File: src/rtl/wb_slave_port_arbiter.sv
// Round-robin arbiter sharing one Wishbone slave port among NUM_M masters, granting per CYC.
// Grant one edge after request; owner steered combinationally; watchdog ERRs a stalled strobe.
module wb_slave_port_arbiter #(
   parameter int NUM_M      = 4,
   parameter int DATA_WIDTH = 32,
   parameter int ADDR_WIDTH = 32,
   parameter int TIMEOUT    = 255
) (
   input  logic                           clk_i,
   input  logic                           rst_ni,
   input  logic [NUM_M-1:0]               m_cyc_i,
   input  logic [NUM_M-1:0]               m_stb_i,
   input  logic [NUM_M-1:0]               m_we_i,
   input  logic [NUM_M*DATA_WIDTH/8-1:0]  m_sel_i,
   input  logic [NUM_M*ADDR_WIDTH-1:0]    m_adr_i,
   input  logic [NUM_M*DATA_WIDTH-1:0]    m_dat_i,
   output logic [DATA_WIDTH-1:0]          m_dat_o,
   output logic [NUM_M-1:0]               m_ack_o,
   output logic [NUM_M-1:0]               m_err_o,
   output logic                           s_cyc_o,
   output logic                           s_stb_o,
   output logic                           s_we_o,
   output logic [DATA_WIDTH/8-1:0]        s_sel_o,
   output logic [ADDR_WIDTH-1:0]          s_adr_o,
   output logic [DATA_WIDTH-1:0]          s_dat_o,
   input  logic [DATA_WIDTH-1:0]          s_dat_i,
   input  logic                           s_ack_i,
   input  logic                           s_err_i,
   output logic [NUM_M-1:0]               gnt_o
);
   localparam int DW = DATA_WIDTH;
   localparam int AW = ADDR_WIDTH;
   localparam int SW = DATA_WIDTH / 8;
   localparam int IW = $clog2(NUM_M);
   localparam int WW = (TIMEOUT > 0) ? $clog2(TIMEOUT + 1) : 1;

   typedef enum logic {IDLE, OWN} state_e;

   state_e           state_q, state_d;
   logic [NUM_M-1:0] gnt_q, gnt_d;
   logic [IW-1:0]    last_q, last_d;
   logic [WW-1:0]    wd_q, wd_d;
   logic [IW-1:0]    owner, pick;
   logic             owned, own_stb, wd_fire, found;

   always_comb begin
      owner = '0;
      for (int k = 0; k < NUM_M; k++) begin
         if (gnt_q[k]) owner = IW'(k);
      end
   end

   // First requester after the previous owner, wrapping around.
   always_comb begin
      pick  = '0;
      found = 1'b0;
      for (int i = 1; i <= NUM_M; i++) begin
         if (!found && m_cyc_i[(int'(last_q) + i) % NUM_M]) begin
            pick  = IW'((int'(last_q) + i) % NUM_M);
            found = 1'b1;
         end
      end
   end

   assign owned   = (state_q == OWN);
   assign own_stb = owned & m_stb_i[owner];
   assign wd_fire = (TIMEOUT != 0) && own_stb && !s_ack_i && (wd_q == WW'(TIMEOUT));
   assign gnt_o   = gnt_q;

   always_comb begin
      state_d = state_q;
      gnt_d   = gnt_q;
      last_d  = last_q;
      case (state_q)
         IDLE: begin
            if (|m_cyc_i) begin
               state_d = OWN;
               gnt_d   = NUM_M'(1) << pick;
            end
         end
         OWN: begin
            if (!m_cyc_i[owner]) begin
               state_d = IDLE;
               gnt_d   = '0;
               last_d  = owner;
            end
         end
         default: state_d = IDLE;
      endcase
   end

   // Stall counter only advances while the owner keeps an unanswered strobe.
   always_comb begin
      wd_d = '0;
      if ((TIMEOUT != 0) && owned && (state_d == OWN) && own_stb &&
          !s_ack_i && !s_err_i && !wd_fire)
         wd_d = wd_q + 1'b1;
   end

   always_comb begin
      s_cyc_o = 1'b0;
      s_stb_o = 1'b0;
      s_we_o  = 1'b0;
      s_sel_o = '0;
      s_adr_o = '0;
      s_dat_o = '0;
      m_ack_o = '0;
      m_err_o = '0;
      m_dat_o = '0;
      if (owned) begin
         s_cyc_o        = m_cyc_i[owner];
         s_stb_o        = m_stb_i[owner] & ~wd_fire;
         s_we_o         = m_we_i[owner];
         s_sel_o        = m_sel_i[int'(owner)*SW +: SW];
         s_adr_o        = m_adr_i[int'(owner)*AW +: AW];
         s_dat_o        = m_dat_i[int'(owner)*DW +: DW];
         m_ack_o[owner] = s_ack_i & own_stb;
         m_err_o[owner] = (s_err_i & own_stb) | wd_fire;
         m_dat_o        = s_dat_i;
      end
   end

   always_ff @(posedge clk_i or negedge rst_ni) begin
      if (!rst_ni) begin
         state_q <= IDLE;
         gnt_q   <= '0;
         last_q  <= IW'(NUM_M - 1);
         wd_q    <= '0;
      end else begin
         state_q <= state_d;
         gnt_q   <= gnt_d;
         last_q  <= last_d;
         wd_q    <= wd_d;
      end
   end
endmodule

File: config.mk
export PLATFORM = sky130hd
export DESIGN_NAME = wb_slave_port_arbiter
export DESIGN_NICKNAME = d
export VERILOG_FILES = /design/src/rtl/wb_slave_port_arbiter.sv
export SDC_FILE = /design/constraint.sdc
export NUM_CORES = 1
export LEC_CHECK = 0
export ABC_AREA = 1
export CELL_PAD_IN_SITES_DETAIL_PLACEMENT = 1
export CELL_PAD_IN_SITES_GLOBAL_PLACEMENT = 1
export CORE_AREA = 5 5 167 169
export CTS_CLUSTER_DIAMETER = 100
export CTS_CLUSTER_SIZE = 40
export DETAILED_ROUTE_END_ITERATION = 7
export DIE_AREA = 0 0 172 174
export PLACE_DENSITY_LB_ADDON = 0.2
export SLEW_MARGIN = 20
export SYNTH_ARGS = -nofsm -noshare
export SYNTH_HDL_FRONTEND = slang
export SYNTH_SLANG_ARGS = --single-unit
File: constraint.sdc
create_clock -name clk_i -period 1.7 [get_ports clk_i]
set_input_delay 0.255 -clock clk_i [delete_from_list [all_inputs] [get_ports clk_i]]
set_output_delay 0.255 -clock clk_i [all_outputs]
set_load 0.1 [all_outputs]
==> results.sh <==
export IMPL_peakVddDrop_mv=1.35
export IMPL_final_cell_mix="clkdlybuf4s50_1, nand2_1, buf_12"
export IMPL_ant_nets=0
export IMPL_ys_ff_latch=15
export IMPL_globalRouteTotalUtil_pct=18.7
export IMPL_clk_pin_slew_ns=0.05
export IMPL_grt_max_degree=36
export IMPL_numCtsBuffers=3
export IMPL_async_reset_ff_share_pct=100
export IMPL_fill_cells=2898
export IMPL_fin_util_pct=46.9
export IMPL_cp_required_ns=1.44
export IMPL_synth_fp_nets=955
export IMPL_avgSynthCellArea_um2=5.39
export IMPL_yosys_cell_types_count=30
export IMPL_clk_latency_ns=0.24
export IMPL_layout_commonest_cell="clkdlybuf4s50_1"
export IMPL_rsz0062_at_grt="true"
export IMPL_dp_hpwl_um=25400
export IMPL_fin_crit_ns=2.23
export IMPL_coreArea_um2=26400
export IMPL_period_share_pct=131
export IMPL_slew_viol_final=0
export IMPL_initial_core_util_pct=12.9
export IMPL_cp_max_fo=4
export IMPL_die_y_um=174
export IMPL_wl_per_cell_um=21.9
export IMPL_pwr_density_cell_nw_per_um2=2030
export IMPL_gp_congestion=0.825
export IMPL_final_nets=1431
export IMPL_cts_buffer_depth=2
export IMPL_vias=6522
export IMPL_cts_tree="built"
export IMPL_cts_hold_buffers=0
export IMPL_wl_um=31700
export IMPL_hold_slack_ns=0.342
export IMPL_fin_ws_ns=-0.527
export IMPL_worst_slew_pin_transition_ns=0.464
export IMPL_endpoint_kind="primary output"
export IMPL_synth_warnings=0
export IMPL_cap_violations=0
export IMPL_outcome="finished, violations left"
export IMPL_drt_initial_drc_count=205
export IMPL_drive_gt1_share_pct=40.4
export IMPL_dp_slack_ns=-0.390
export IMPL_route_detailed_drc=0
export IMPL_cts_sink_count=15
export IMPL_synthCells=634
export IMPL_max_freq_ghz=0.449
export IMPL_fp_row_count=60
export IMPL_cts_root_buffer="clkbuf_16"
export IMPL_synth_main_ff_cell="dfrtp_1"
export IMPL_viasPerCell=4.50
export IMPL_dpl_cell_area_um2=11400
export IMPL_area_growth_pct=262
export IMPL_setup_violations_final=88
export IMPL_seq_area_frac_synth_pct=11.1
export IMPL_first_global_vias=6824
export IMPL_hold_viol_final=0
export IMPL_cts_max_level=1
export IMPL_ios=435
export IMPL_port_buffer_count=434
export IMPL_startpoint_type="flop"
export IMPL_finalPower_w=0.0251
export IMPL_synth_edf_count=0
export IMPL_clock_skew_ns=0.00370
export IMPL_fp_dieArea_um2=29900
export IMPL_die_x_um=172
export IMPL_antenna_found_initial=0
export IMPL_hold_path_class="primary input to async pin"
export IMPL_critPathArrivalTime_ns=1.97
export IMPL_violations="negative setup slack"
export IMPL_grt_pass1_wl_um=43300
export IMPL_criticalPathCategory="flop to primary output"
export IMPL_relSlewSlack_pct=69.1
export IMPL_gr_total_overflow=0
export IMPL_synth_cell_area_um2=3420
export IMPL_design_area_um2=12400
export IMPL_firstDrtPassIters=4
export IMPL_p_leak_nw=4.44
export IMPL_diodes=0
==> cell type report <==
class	count	area (um^2)	share of cell area (%)
Clock buffer	3	75.1	0.606
Inverter	55	229	1.85
Multi-Input combinational cell	507	4690	37.8
Timing Repair inverter	1	5.00	0.0404
Timing Repair Buffer	527	6570	53.0
Clock inverter	1	5.00	0.0404
Sequential cell	15	389	3.14
Tap cell	341	427	3.44
==> flip-flops by register name, indices dropped and copies added, names as in the netlist <==
signal  flops
owned       1
last_q      2
wd_q        8
gnt_o       4
==> synthesized netlist by cell type, types with 2 or more instances <==
library cell  number  area [um^2]
nand2_1          217          815
nand3_1          156          781
a41oi_1           69          604
inv_1             48          180
clkbuf_1          34          128
nor2_1            19         71.3
buf_2             18         90.1
dfrtp_1           13          325
nor3_1             9         45.0
inv_2              7         26.3
nand2_2            7         43.8
a21oi_1            5         25.0
nand4_1            5         31.3
o21ai_0            4         20.0
buf_1              3         11.3
buf_4              2         15.0
dfstp_2            2         52.6
nor2_4             2         22.5
o21bai_1           2         15.0
xnor2_1            2         17.5
==> kinds of logic after synthesis <==
kind of cell | Yosys count | share of synthesized area [%]
AO/OA/AOI/OAI | 84 | 20.5
XOR/XNOR | 3 | 0.769
adder cells (fa/ha/maj) | 1 | 0.366
buffers and inverters | 112 | 13.2
flip-flops | 15 | 11.1
AND/OR/NAND/NOR | 419 | 54.2
==> metrics by stage <==
| step | setup TNS [ns] | std cells |
|---|---|---|
| floorplan | -54.55 | 634 |
| global placement | -17.67 | 1422 |
| detailed placement | -19.14 | 1422 |
| CTS | -36.78 | 1431 |
| global route | -43.57 | 1450 |
| finish | -35.98 | 1450 |
==> power breakdown <==
group / leakage (nW) / switching, W / internal (W)
Clock: 0.0409 / 0.000150 / 0.000314
Combinational: 4.20 / 0.0152 / 0.00886
Sequential: 0.192 / 0.000104 / 0.000458
==> layer usage <==
layer,GRT usage [%],routed length (um),up-vias
met5,0,0,-
met4,2.13,344,0
met3,3.05,1910,16
met2,36.6,17500,196
met1,21.5,12000,3141
li1,-,-,3169
==> worst max-delay path, cell delays in order (launching register included) <==
cell and delay (ns):
dfrtp_4 0.52, inv_4 0.10, o21ai_2 0.06, nor3_2 0.24, nand2_2 0.11, buf_4 0.15
buf_4 0.12, buf_4 0.13, nor2_4 0.12, buf_12 0.18
==> final timing paths <==
check | start | to | slack [ns] | depth (start not counted)
hold / removal | rst_ni | wd_q[7] | 0.34 | 2
setup reg to reg | gnt_o[3] | wd_q[6] | -0.27 | 9
max in group asynchronous | rst_ni | last_q[1] | 1.11 | 2
setup / recovery | gnt_o[3] | s_stb_o | -0.53 | 9
min in group clk_i | wd_q[0] | wd_q[0] | 0.53 | 2
hold reg to reg | wd_q[0] | wd_q[0] | 0.53 | 2
==> timing repair <==
item / in CTS / in global routing
cloned: 0 / 7
gates resized for setup: 72 / 78
setup endpoints to repair: 120 / 95
pin swaps: 15 / 28
buffers inserted: 5 / 12
Power figures use the tool's default switching activity.
